## src/rtl/uart_rx_ip.sv

```systemverilog
// uart_rx_ip: memory-mapped 8N1 UART receiver with an RX FIFO and a small CSR block.
// Registers: 0x0 DATA (pop on read), 0x4 STATUS (overrun/frame_err are W1C), 0x8 LEVEL.
module uart_rx_ip #(
  parameter int unsigned CLKS_PER_BIT = 217,
  parameter int unsigned FIFO_DEPTH   = 8
) (
  input  logic        clk,
  input  logic        rst,
  input  logic [31:0] waddr,
  input  logic [31:0] wdata,
  input  logic        wen,
  input  logic [3:0]  wstrb,
  output logic        wready,
  input  logic [31:0] raddr,
  input  logic        ren,
  output logic [31:0] rdata,
  output logic        rvalid,
  input  logic        i_uart_rx,
  output logic        o_irq
);

  localparam int unsigned CntW  = (CLKS_PER_BIT > 1) ? $clog2(CLKS_PER_BIT) : 1;
  localparam int unsigned AddrW = $clog2(FIFO_DEPTH);
  localparam int unsigned PtrW  = AddrW + 1;

  localparam logic [CntW-1:0] CntHalf = CntW'(CLKS_PER_BIT / 2 - 1);
  localparam logic [CntW-1:0] CntFull = CntW'(CLKS_PER_BIT - 1);
  localparam logic [CntW-1:0] CntOne  = CntW'(1);

  localparam logic [3:0] OffData   = 4'h0;
  localparam logic [3:0] OffStatus = 4'h4;
  localparam logic [3:0] OffLevel  = 4'h8;

  typedef enum logic [2:0] {
    StIdle,
    StStart,
    StData,
    StStop,
    StWaitHigh
  } rx_state_e;

  // ---------------------------------------------------------------------------
  // Input synchroniser
  // ---------------------------------------------------------------------------
  logic rx_meta_q, rx_s_q;

  // Two-flop synchroniser; both stages reset to the idle-high line level.
  always_ff @(posedge clk) begin
    if (rst) begin
      rx_meta_q <= 1'b1;
      rx_s_q    <= 1'b1;
    end else begin
      rx_meta_q <= i_uart_rx;
      rx_s_q    <= rx_meta_q;
    end
  end

  // ---------------------------------------------------------------------------
  // Receive FSM
  // ---------------------------------------------------------------------------
  rx_state_e       state_q, state_d;
  logic [CntW-1:0] cnt_q, cnt_d;
  logic [2:0]      bit_q, bit_d;
  logic [7:0]      shift_q, shift_d;
  logic            cnt_expired;
  logic            push_req;
  logic            frame_set;

  assign cnt_expired = (cnt_q == '0);

  // Next-state logic: baud counter counts down to 0, each expiry is a sample point.
  always_comb begin
    state_d   = state_q;
    cnt_d     = cnt_q;
    bit_d     = bit_q;
    shift_d   = shift_q;
    push_req  = 1'b0;
    frame_set = 1'b0;
    case (state_q)
      StIdle: begin
        if (!rx_s_q) begin
          cnt_d   = CntHalf;
          state_d = StStart;
        end
      end
      StStart: begin
        if (cnt_expired) begin
          if (!rx_s_q) begin
            cnt_d   = CntFull;
            bit_d   = 3'd0;
            state_d = StData;
          end else begin
            // Start bit gone by its midpoint: a glitch, not a frame.
            state_d = StIdle;
          end
        end else begin
          cnt_d = cnt_q - CntOne;
        end
      end
      StData: begin
        if (cnt_expired) begin
          shift_d = {rx_s_q, shift_q[7:1]};
          cnt_d   = CntFull;
          bit_d   = bit_q + 3'd1;
          if (bit_q == 3'd7) begin
            state_d = StStop;
          end
        end else begin
          cnt_d = cnt_q - CntOne;
        end
      end
      StStop: begin
        if (cnt_expired) begin
          if (rx_s_q) begin
            push_req = 1'b1;
            state_d  = StIdle;
          end else begin
            frame_set = 1'b1;
            state_d   = StWaitHigh;
          end
        end else begin
          cnt_d = cnt_q - CntOne;
        end
      end
      StWaitHigh: begin
        // Hold off until the line returns high so a break cannot look like a start bit.
        if (rx_s_q) begin
          state_d = StIdle;
        end
      end
      default: state_d = StIdle;
    endcase
  end

  // FSM state registers; reset abandons any frame in flight.
  always_ff @(posedge clk) begin
    if (rst) begin
      state_q <= StIdle;
      cnt_q   <= '0;
      bit_q   <= 3'd0;
      shift_q <= 8'h00;
    end else begin
      state_q <= state_d;
      cnt_q   <= cnt_d;
      bit_q   <= bit_d;
      shift_q <= shift_d;
    end
  end

  // ---------------------------------------------------------------------------
  // RX FIFO
  // ---------------------------------------------------------------------------
  logic [7:0]      mem_q [FIFO_DEPTH];
  logic [PtrW-1:0] wr_ptr_q, wr_ptr_d;
  logic [PtrW-1:0] rd_ptr_q, rd_ptr_d;
  logic [PtrW-1:0] level;
  logic            fifo_empty, fifo_full;
  logic            pop, push, overrun_set;
  logic [7:0]      head_byte;

  assign fifo_empty = (wr_ptr_q == rd_ptr_q);
  assign fifo_full  = (wr_ptr_q[AddrW] != rd_ptr_q[AddrW]) &&
                      (wr_ptr_q[AddrW-1:0] == rd_ptr_q[AddrW-1:0]);
  assign level      = wr_ptr_q - rd_ptr_q;
  assign head_byte  = mem_q[rd_ptr_q[AddrW-1:0]];

  assign pop         = ren && (raddr[3:0] == OffData) && !fifo_empty;
  // A pop in the same cycle frees a slot, so a full FIFO still accepts the byte.
  assign push        = push_req && (!fifo_full || pop);
  assign overrun_set = push_req && fifo_full && !pop;

  // Pointer advance; the extra MSB distinguishes full from empty.
  always_comb begin
    wr_ptr_d = wr_ptr_q;
    rd_ptr_d = rd_ptr_q;
    if (push) begin
      wr_ptr_d = wr_ptr_q + PtrW'(1);
    end
    if (pop) begin
      rd_ptr_d = rd_ptr_q + PtrW'(1);
    end
  end

  // FIFO pointers.
  always_ff @(posedge clk) begin
    if (rst) begin
      wr_ptr_q <= '0;
      rd_ptr_q <= '0;
    end else begin
      wr_ptr_q <= wr_ptr_d;
      rd_ptr_q <= rd_ptr_d;
    end
  end

  // FIFO storage; contents are don't-care until written, so no reset.
  always_ff @(posedge clk) begin
    if (push) begin
      mem_q[wr_ptr_q[AddrW-1:0]] <= shift_q;
    end
  end

  // ---------------------------------------------------------------------------
  // CSR block
  // ---------------------------------------------------------------------------
  logic        overrun_q, overrun_d;
  logic        frame_err_q, frame_err_d;
  logic [31:0] rdata_q, rdata_d;
  logic        rvalid_q, rvalid_d;
  logic        wready_q, wready_d;
  logic        status_wr;

  assign status_wr = wen && wstrb[0] && (waddr[3:0] == OffStatus);

  // Sticky flags: a set event in the same cycle as a W1C clear wins.
  always_comb begin
    overrun_d   = overrun_q;
    frame_err_d = frame_err_q;
    if (status_wr && wdata[2]) begin
      overrun_d = 1'b0;
    end
    if (status_wr && wdata[3]) begin
      frame_err_d = 1'b0;
    end
    if (overrun_set) begin
      overrun_d = 1'b1;
    end
    if (frame_set) begin
      frame_err_d = 1'b1;
    end
  end

  // Read mux and bus handshakes; rdata holds between reads.
  always_comb begin
    rdata_d  = rdata_q;
    rvalid_d = ren;
    wready_d = wen;
    if (ren) begin
      case (raddr[3:0])
        OffData:   rdata_d = fifo_empty ? 32'h0 : {24'h0, head_byte};
        OffStatus: rdata_d = {28'h0, frame_err_q, overrun_q, fifo_full, !fifo_empty};
        OffLevel:  rdata_d = {{(32 - PtrW){1'b0}}, level};
        default:   rdata_d = 32'h0;
      endcase
    end
  end

  // CSR and bus response registers.
  always_ff @(posedge clk) begin
    if (rst) begin
      overrun_q   <= 1'b0;
      frame_err_q <= 1'b0;
      rdata_q     <= 32'h0;
      rvalid_q    <= 1'b0;
      wready_q    <= 1'b0;
    end else begin
      overrun_q   <= overrun_d;
      frame_err_q <= frame_err_d;
      rdata_q     <= rdata_d;
      rvalid_q    <= rvalid_d;
      wready_q    <= wready_d;
    end
  end

  assign rdata  = rdata_q;
  assign rvalid = rvalid_q;
  assign wready = wready_q;
  assign o_irq  = !fifo_empty;

  // Address/data bits outside the decoded fields.
  logic unused_bits;
  assign unused_bits = ^{waddr[31:4], wdata[31:4], wdata[1:0], wstrb[3:1], raddr[31:4]};

endmodule

```

## config.mk

```make
export PLATFORM = sky130hd
export DESIGN_NAME = uart_rx_ip
export DESIGN_NICKNAME = d
export VERILOG_FILES = /design/src/rtl/uart_rx_ip.sv
export SDC_FILE = /design/constraint.sdc
export NUM_CORES = 1
export LEC_CHECK = 0
export BUFFER_PORTS_ARGS = -buffer_cell sky130_fd_sc_hd__buf_2
export CAP_MARGIN = 20
export CORE_MARGIN = 10
export CORE_UTILIZATION = 47
export CTS_BUF_LIST = sky130_fd_sc_hd__clkbuf_8
export DETAILED_ROUTE_END_ITERATION = 8
export PLACE_DENSITY = 0.76
export SYNTH_ARGS = -nofsm -noshare
export SYNTH_HDL_FRONTEND = slang
export SYNTH_SLANG_ARGS = --single-unit
```

## constraint.sdc

```tcl
create_clock -name clk -period 2.75 [get_ports clk]
set_input_delay 0.55 -clock clk [delete_from_list [all_inputs] [get_ports clk]]
set_output_delay 0.55 -clock clk [all_outputs]
set_load 0.02 [all_outputs]
```

== Word-level counts from Yosys, hierarchy flattened ==
Memory sizes are Yosys's and may differ from the RTL's. A register that Yosys moved wholly into a read port is not among the register bits.
Cells that the tools add are included.
Operators by class
  add/sub/neg operators: 5
  $mul: 0
  div/mod/pow operators: 0
  magnitude comparators: 0
  eq/ne operators: 20
  shift operators: 0
  multiplexer cells: 35
  bitwise logic cells: 0
  reduce and logical (&&, ||, !) cells: 25
Operators with widths (count)
  8-bit 2-to-1 mux: 6
  3-bit 2-to-1 mux: 12
  8-bit case mux with 4 select lines: 1
  8-bit case mux with 3 select lines: 1
  2-bit inequality test, second input constant: 8
  3-bit case mux with 5 select lines: 1
  1-bit 2-to-1 mux: 12
  1-bit logical AND: 10
  4-bit by 1-bit adder with 4-bit output, second input constant: 2
  4-bit by 3-bit == test with 1-bit output, second input constant: 2
  8-bit logical NOT: 1
  4-bit AND reduction: 2
  8-bit by 1-bit subtractor with 8-bit output, second input constant: 1
  3-bit by 2-bit == test with 1-bit output, second input constant: 2
  3-bit == test, second input constant: 2
  3-bit case mux with 2 select lines: 1
  6-bit AND reduction: 1
  2-bit nonzero test: 3
  4-bit == test: 1
  4-bit == test, second input constant: 1
  4-bit logical NOT: 1
  4-bit nonzero test: 1
  4-bit subtractor: 1
  3-bit by 1-bit adder with 3-bit output, second input constant: 1
  other kinds (9): 11
Word-level totals
  register bits: 68
  latch bits: 0
  memory bits (writable): 64
  memory bits (read-only): 0
  input bits: 105
  output and inout port bits: 35
  logic and storage cells: 99
  memories kept: 1
Memories
  mem_q: depth 8, width 8, read ports 1, clocked after Yosys merged registers in 1, wr ports 1, RTL line 153  | logic [7:0] mem_q [FIFO_DEPTH];

== Longest topological paths before layout ==
Gate-level depths: netlist of run 1.
  depth after elaboration: 7
  mapped depth: 8
  depth with buffers taken out: 8

== Least setup slack after synthesis of run 1 ==
OpenSTA, ideal clock, no wires.
  kind: register -> register
  start: reg cnt_q[0]
  end: mem mem_q[0][0], enable pin
  setup time: 0.395 ns
  data arrival time: 2.358 ns
  data required time: 2.355 ns
  setup slack: -0.002 ns
  cell stages (with the launch flop): 7
  buffers on the path: 0
  clock period less this slack: 2.752 ns
  path through: dfxtp_1 > inv_1 > ha_1 > or3b_2 > nor4_4 > nand3_4 > nor4_1
Between the ends
  word-level cells in the longest chain between the ends: 6
Ends and longest elaborated chain
  start: declaration: RTL line 62  | logic [CntW-1:0] cnt_q, cnt_d;
  start signal: assignment: RTL line 144  | cnt_q <= cnt_d;
  8-bit logical NOT: RTL line 69  | assign cnt_expired = (cnt_q == '0);
  1-bit 2-to-1 mux: RTL line 113  | if (cnt_expired) begin
  1-bit 2-to-1 mux: RTL line 79  | case (state_q)
  1-bit logical AND: RTL line 169  | assign push = push_req && (!fifo_full || pop);
  1-bit 2-to-1 mux: RTL line 197  | if (push) begin
  1-bit 2-to-1 mux (implied by the code): RTL line 198  | mem_q[wr_ptr_q[AddrW-1:0]] <= shift_q;
  end: declaration: RTL line 153
No other way between the ends.

== Final worst setup path of run 1 ==
  start: reg cnt_q[0]
  end: mem mem_q[1][5], enable pin
The elaborated chain is that of the path after synthesis.

==> flow_summary.json, run 1 <==
{
  "grt-busiest-layer": "met2",
  "grt-ovfl-total": 0,
  "fin_worst_skew_ns": 0.01615,
  "track_usage_pct": 12.37,
  "clk_pin_slew_ns": 0.12,
  "max_cap_violations": 0,
  "clk_latency_ns": 0.37,
  "crit_fanout": 9,
  "worst_pin_slew_ns": 0.6421,
  "startpoint": "cnt_q[0]",
  "cts_buffers": 9,
  "period_needed_ns": 2.486,
  "htreeDepth": 3,
  "power_uw": 2954,
  "final_cell_mix": "64 x edfxtp_1, 47 x dfxtp_1, 43 x nor2_1",
  "place_congestion": 0.8638,
  "maxSlewHeadroom_pct": 57.13,
  "p_leak_uw": 0.001907,
  "post_dp_cell_area_um2": 5131,
  "cts_resized": 0,
  "slew_viol_final": 0,
  "drtPass1Iterations": 4,
  "post-route-util_pct": 52.24,
  "cts_root_buf": "clkbuf_8",
  "die_w_um": 122.0,
  "gr-usage-met2_pct": 21.80,
  "synth_warnings": 0,
  "ys_ff_latch": 111,
  "reg2reg_slack_ns": 0.26,
  "post_drt_wl_per_cell_um": 16.28,
  "cp.arrival_ns": 2.56,
  "cts_tree": "yes",
  "vias_per_cell": 5.284,
  "synth.area.top_cells": "edfxtp_1 39%, dfxtp_1 19%, mux4_2 7.4%",
  "status": "complete, no violations",
  "syn2layout_area_growth_pct": 9.230,
  "grt.met1_usage_pct": 14.25,
  "core_area_um2": 10230,
  "r2r_start": "cnt_q[0]",
  "rows": 37,
  "worstSetupEndpoint": "mem_q[1][5]",
  "r2r_end": "mem_q[1][5]",
  "rsz0062_at_grt": "false",
  "synth_ff_type": "edfxtp_1",
  "async_reset_ff_share_pct": 0,
  "synth_top_area_share_pct": 39.27,
  "fp.dieH_um": 122.0,
  "portBuffers": 26,
  "syn_area_per_cell_um2": 12.52,
  "yosys.area.top_type": "edfxtp_1",
  "finalNonFillerCells": 564,
  "ant_nets": 0,
  "ys_types": 54,
  "power_per_cell_area_nw_per_um2": 552.7,
  "antenna_found_initial": 0,
  "grt_max_degree": 30,
  "fin_crit_sh_pct": 90.41,
  "final_common_cell": "edfxtp_1",
  "finalSetupViolCount": 0,
  "ys_seq_area_share_pct": 58.50,
  "drtIter0Drc": 208,
  "final_hold_viol_count": 0,
  "nNetsFinal": 538,
  "die_area_um2": 14890,
  "use_met3_pct": 2.821,
  "vias": 2980,
  "grt_pass1_wl_um": 14520,
  "drc": 0,
  "critPathLaunchType": "register",
  "post_cts_buffers": 0,
  "setup-tns-final_ns": 0,
  "dp_hpwl_um": 6622,
  "grt_pass1_vias": 2877,
  "fin_area_um2": 5345,
  "drive_gt1_share_pct": 21.03,
  "ir_drop_mv": 0.2582,
  "worstSetupEndpointType": "register",
  "hold_class": "in2reg",
  "design.portCount": 140,
  "n_antenna_cell": 0,
  "dp_cells": 548,
  "clock_path_buffers": 2,
  "reg2reg_depth": 7,
  "fmax_ghz": 0.4022,
  "postSynthCellCount": 391,
  "synth_edf_count": 64,
  "totalWireLength_um": 9184,
  "worstPathRequired_ns": 2.82,
  "path_class": "reg2reg",
  "initial_core_util_pct": 47.83,
  "synth_area_um2": 4893,
  "cts_sinks": 111,
  "cts_hold_buf": 0
}
## layer usage
metal / up-vias / wire, µm
met3: 10 / 658
met4: 0 / 157
met2: 84 / 4772
li1: 1447 / -
met1: 1439 / 3595
met5: - / 0
## logic make-up (layout without fill, tap and decap cells)
family | Yosys count | after routing | synth area share, %
fa+ha+maj | 10 | 10 | 2.710
compound gates | 54 | 54 | 7.466
simple gates | 115 | 115 | 11.99
flops | 111 | 111 | 58.50
xor+xnor | 9 | 9 | 1.611
other cells | 1 | 24 | 0.07663
buf+inv | 57 | 71 | 6.545
mux | 34 | 34 | 11.10
## critical path: stages (launching register included)
cell and delay [ns]:
dfxtp_1 0.39, inv_1 0.13, ha_1 0.20, or3b_2 0.50
nor4_4 0.34, nand3_4 0.19, nor3_1 0.23, buf_4 0.22
## stage by stage
stage	hold slack (ns)	setup slack [ns]
2_1_floorplan	0.3895	0.1846
3_3_place_gp	0.3988	0.3104
3_5_place_dp	0.3995	0.2146
4_1_cts	0.3332	0.1867
5_1_grt	0.3422	0.05726
6_report	0.3497	0.2638
## state kept, by name (all words and copies together) (netlist names), named ones only
register	cells
wr_ptr_q	4
rdata	8
cnt_q	8
rd_ptr_q	4
rvalid	1
shift_q	8
bit_q	3
rx_meta_q	1
state_q	3
wready	1
frame_err_q	1
rx_s_q	1
mem_q	64
overrun_q	1
## Yosys cell counts, types with 2 or more instances
cell type,number
a211oi_1,4
xor2_1,4
nor2b_1,6
dfxtp_1,47
or2_2,4
a22oi_1,4
and2_1,2
ha_1,9
clkbuf_1,12
o221a_2,3
mux2_2,2
xnor2_1,5
nand2_1,15
o211ai_1,2
nor2_1,43
nor3_1,19
edfxtp_1,64
a21oi_1,9
or3b_2,2
a21o_1,3
or3_1,3
mux4_2,16
or4_1,2
o21a_1,3
buf_4,25
o21ai_0,14
mux2i_1,16
nand3_1,7
nand4_1,2
buf_2,4
a31oi_1,3
inv_1,14
nor4b_1,2
## cell type report
type | count | area [µm²]
Multi-Input combinational cell | 246 | 1807
Fill cell | 858 | 4886
Clock inverter | 7 | 86.33
Tap cell | 136 | 170.2
Timing Repair Buffer | 41 | 242.7
Sequential cell | 111 | 2863
Clock buffer | 9 | 123.9
Inverter | 14 | 52.55
## how the worst min path moves through the flow
stage	startpoint	end	slack (ns)	depth (start not counted)
after floorplan	rx_meta_q	rx_s_q	0.39	1
after global placement	rx_meta_q	rx_s_q	0.40	1
after detailed placement	rx_meta_q	rx_s_q	0.40	1
after CTS	i_uart_rx	rx_meta_q	0.33	2
after global routing	i_uart_rx	rx_meta_q	0.34	2
final	i_uart_rx	rx_meta_q	0.35	2
## where the power goes
group | switching [µW] | internal (µW)
sequential | 20.0 | 1750
clock | 604 | 367
combinational | 137 | 72.9
Note: power is estimated with default switching activity, not from simulation.
==> inputs of run 2 (changes only) <==
- PLACE_DENSITY: 0.76 -> not set
- PLACE_DENSITY_LB_ADDON: not set -> 0.25
==> flow_summary.json, run 2 (synthesis gave the netlist of run 1 again) <==
{
  "grt_pass1_vias": 2876,
  "worst_pin_slew_ns": 0.5783,
  "antenna_found_initial": 0,
  "status": "complete, no violations",
  "vias": 2960,
  "post_dp_cell_area_um2": 5146,
  "vias_per_cell": 5.230,
  "final_cell_mix": "64 x edfxtp_1, 47 x dfxtp_1, 43 x nor2_1",
  "critPathLaunchType": "register",
  "period_needed_ns": 2.499,
  "cts_tree": "yes",
  "cts_root_buf": "clkbuf_8",
  "initial_core_util_pct": 47.83,
  "crit_family": "flip-flops",
  "finalSetupViolCount": 0,
  "grt-busiest-layer": "met2",
  "drtIter0Drc": 198,
  "fin_worst_skew_ns": 0.01684,
  "clk_pin_slew_ns": 0.10,
  "crit_fanout": 7,
  "slew_viol_final": 0,
  "final_hold_viol_count": 0,
  "clock_path_buffers": 2,
  "drc": 0,
  "die_w_um": 122.0,
  "drtPass1Iterations": 4,
  "clk_latency_ns": 0.37,
  "grt.met1_usage_pct": 15.39,
  "fmax_ghz": 0.4001,
  "post_cts_buffers": 0,
  "setup-tns-final_ns": 0,
  "grt-ovfl-total": 0,
  "grt_max_degree": 33,
  "worstSetupEndpointType": "output port",
  "cts_hold_buf": 0,
  "final_common_cell": "edfxtp_1",
  "worstPathRequired_ns": 2.20,
  "fp.dieH_um": 122.0,
  "die_area_um2": 14890,
  "gr-usage-met2_pct": 21.40,
  "crit_chain": "inv_1 -> ha_1 -> nand3_1 -> or2_2 -> buf_2",
  "htreeDepth": 3,
  "largest_register_ffs": 64,
  "path_buf_inv": 2,
  "critPathMaxStageDelay_ns": 0.47,
  "hold_class": "in2reg",
  "totalWireLength_um": 9175,
  "n_antenna_cell": 0,
  "fin_crit_sh_pct": 90.88,
  "nNetsFinal": 540,
  "ant_nets": 0,
  "maxSlewHeadroom_pct": 61.44,
  "drive_gt1_share_pct": 21.16,
  "use_met3_pct": 3.608,
  "cp.arrival_ns": 1.95,
  "cts_buffers": 9,
  "core_area_um2": 10230,
  "p_leak_uw": 0.001921,
  "max_cap_violations": 0,
  "grt_pass1_wl_um": 14760,
  "fin_area_um2": 5373,
  "track_usage_pct": 12.59,
  "crit_path_top_delay_cell": "dfxtp_1",
  "rows": 37,
  "path_class": "reg2out",
  "power_per_cell_area_nw_per_um2": 564.7,
  "cts_sinks": 111,
  "dp_hpwl_um": 6568,
  "design.portCount": 140,
  "post_drt_wl_per_cell_um": 16.21,
  "syn2layout_area_growth_pct": 9.793,
  "place_congestion": 0.7785,
  "ir_drop_mv": 0.2549,
  "power_uw": 3034,
  "rsz0062_at_grt": "false",
  "portBuffers": 26
}
run 2: timing repair:
| item | CTS | global route |
|---|---|---|
| hold endpoints to repair | 0 | 0 |
| setup endpoints to repair | 0 | 1 |
| resized for setup | 0 | 1 |
run 2: final timing paths:
kind / from / end / slack, ns / cells after the start
max reg2reg: cnt_q[0] / mem_q[3][5] / 0.29 / 7
max: wr_ptr_q[0] / o_irq / 0.25 / 5
min reg2reg: rx_meta_q / rx_s_q / 0.42 / 1
min: i_uart_rx / rx_meta_q / 0.36 / 2
run 2: power breakdown:
group          switching (µW)  internal [µW]
Combinational             138           74.0
Sequential               18.5           1750
Clock                     533            518
run 2: through the flow:
stage	hold slack, ns	setup WS, ns	util [%]	std cells
2_1_floorplan	0.3895	0.1846	-	414
3_3_place_gp	0.3974	0.3071	50.30	550
3_5_place_dp	0.3974	0.2320	50.30	550
4_1_cts	0.3468	0.2265	52.48	566
5_1_grt	0.3369	0.1028	52.51	566
6_report	0.3611	0.2509	52.51	566
run 2: area by class of cell:
type	count	area (µm²)
Inverter	14	52.55
Sequential cell	111	2863
Fill cell	899	4858
Timing Repair Buffer	43	257.7
Multi-Input combinational cell	246	1807
Tap cell	136	170.2
Clock inverter	7	98.84
Clock buffer	9	123.9
run 2: per-layer routing:
metal,wire length (µm),share of wire (%)
met1,3933,43
met2,4545,50
met3,604,6.6
met4,92,1.0
met5,0,0
==> inputs of run 3 (changes only) <==
- CORE_UTILIZATION: 47 -> 49
- PLACE_DENSITY_LB_ADDON: 0.25 -> 0.1
==> flow_summary.json, run 3 (synthesis gave the netlist of run 1 again) <==
{
  "fin_area_um2": 5369,
  "r2r_end": "mem_q[1][5]",
  "slew_viol_final": 0,
  "critPathMaxStageDelay_ns": 0.47,
  "critPathLaunchType": "register",
  "ant_nets": 0,
  "setup_ws_ns": 0.2696,
  "crit_path_top_delay_cell": "dfxtp_1",
  "post-route-util_pct": 55.18,
  "p_leak_uw": 0.001932,
  "status": "complete, no violations",
  "crit_chain": "inv_1 -> ha_1 -> nand3_1 -> or2_2 -> buf_2",
  "worstSetupEndpoint": "o_irq",
  "post_cts_buffers": 0,
  "maxSlewHeadroom_pct": 59.39,
  "pre_cts_ws_ns": 0.2197,
  "ir_drop_mv": 0.2629,
  "cts_buffers": 9,
  "p_switching_uw": 716.1,
  "rows": 36,
  "dp_cells": 550,
  "power_frac_clock_pct": 32.8,
  "post_drt_wl_per_cell_um": 16.62,
  "fin_worst_skew_ns": 0.009395,
  "totalWireLength_um": 9409,
  "dp_hpwl_um": 6631,
  "reg2reg_depth": 7,
  "hold_class": "in2reg",
  "vias_per_cell": 5.300,
  "grt.met1_usage_pct": 16.42,
  "die_w_um": 119.9,
  "setup-tns-final_ns": 0,
  "clk_pin_slew_ns": 0.10,
  "p_int_uw": 2246,
  "gr-usage-met2_pct": 22.76,
  "n_antenna_cell": 0,
  "drtIter0Drc": 248,
  "antenna_found_initial": 0,
  "cts_tree": "yes",
  "design.portCount": 140,
  "clk_latency_ns": 0.37,
  "cp_num_cells": 5,
  "pwr-share-seq_pct": 59.8,
  "switching_share_pct": 24.18,
  "initial_core_util_pct": 50.30,
  "syn2layout_area_growth_pct": 9.716,
  "nNetsFinal": 543,
  "place_congestion": 0.8110,
  "fin_crit_sh_pct": 90.19,
  "drive_gt1_share_pct": 21.94,
  "largest_register_ffs": 64,
  "clock_path_buffers": 2,
  "crit_family": "flip-flops",
  "finalNonFillerCells": 566,
  "power_per_cell_area_nw_per_um2": 551.7,
  "cts_hold_buf": 0,
  "use_met3_pct": 3.938,
  "fmax_ghz": 0.4032,
  "core_area_um2": 9729,
  "worst_pin_slew_ns": 0.6091,
  "final_cell_mix": "64 x edfxtp_1, 47 x dfxtp_1, 43 x nor2_1",
  "startpoint": "wr_ptr_q[0]",
  "final_common_cell": "edfxtp_1",
  "cts_root_buf": "clkbuf_8",
  "track_usage_pct": 13.66,
  "rsz0062_at_grt": "false",
  "cp.arrival_ns": 1.93,
  "reg2reg_slack_ns": 0.32,
  "cts_sinks": 111,
  "fp.dieH_um": 119.9,
  "grt_pass1_wl_um": 15550,
  "portBuffers": 26,
  "grt-ovfl-total": 0,
  "vias": 3000,
  "max_cap_violations": 0,
  "worstSetupEndpointType": "output port",
  "period_needed_ns": 2.480,
  "htreeDepth": 3,
  "drtPass1Iterations": 4,
  "path_class": "reg2out",
  "finalSetupViolCount": 0,
  "final_hold_viol_count": 0,
  "crit_fanout": 7,
  "post_dp_cell_area_um2": 5165,
  "combPwrFrac_pct": 7.4,
  "grt_max_degree": 27,
  "worstPathRequired_ns": 2.20,
  "drc": 0,
  "r2r_start": "cnt_q[1]",
  "grt-busiest-layer": "met2",
  "grt_pass1_vias": 2986,
  "die_area_um2": 14380,
  "path_buf_inv": 2
}
run 3: cell count changes in the layout (fill, tap and decap cells not counted):
cell / delta
inv_8: -1
bufinv_16: -2
clkbuf_8: +3
inv_6: +3
inv_1: -1
buf_4: +3
clkinvlp_4: -2
run 3: stage by stage:
step | total power [µW] | hold WS, ns
after global placement | 2020 | 0.3913
after global routing | 3088 | 0.3449
after floorplan | 1997 | 0.3895
after detailed placement | 2024 | 0.3980
final | 2962 | 0.3573
after CTS | 2982 | 0.3384
run 3: cell type report:
class	instances	area, µm²
clock inverters	4	35.03
flip-flops and latches	111	2863
repair buffers	46	280.3
fillers	865	4360
multi-input cells	246	1807
clock buffers	12	165.2
inverters	14	52.55
well taps	133	166.4
run 3: what timing repair did:
item / CTS / global route
endpoints found under the hold margin: 0 / 0
resized for setup: 0 / 1
setup endpoints to repair: 0 / 4
run 3: how the worst min path moves through the flow:
stage	start	endpoint	slack, ns	depth (start not counted)
2_1_floorplan	rx_meta_q	rx_s_q	0.39	1
3_3_place_gp	rx_meta_q	rx_s_q	0.39	1
3_5_place_dp	rx_meta_q	rx_s_q	0.40	1
4_1_cts	i_uart_rx	rx_meta_q	0.34	2
5_1_grt	i_uart_rx	rx_meta_q	0.34	2
6_report	i_uart_rx	rx_meta_q	0.36	2
run 3: per-layer routing:
layer / wire [µm] / vias up
met1: 4085 / 1468
li1: - / 1459
met2: 4610 / 62
met3: 575 / 11
met5: 0 / -
met4: 137 / 0
run 3: power by group through the flow:
stage	registers, µW	logic, µW	clock network [µW]
finish	1770	219	973
global route	1770	244	1070
CTS	1770	217	995
detailed placement	1810	216	0
global placement	1810	213	0
floorplan	1810	188	0
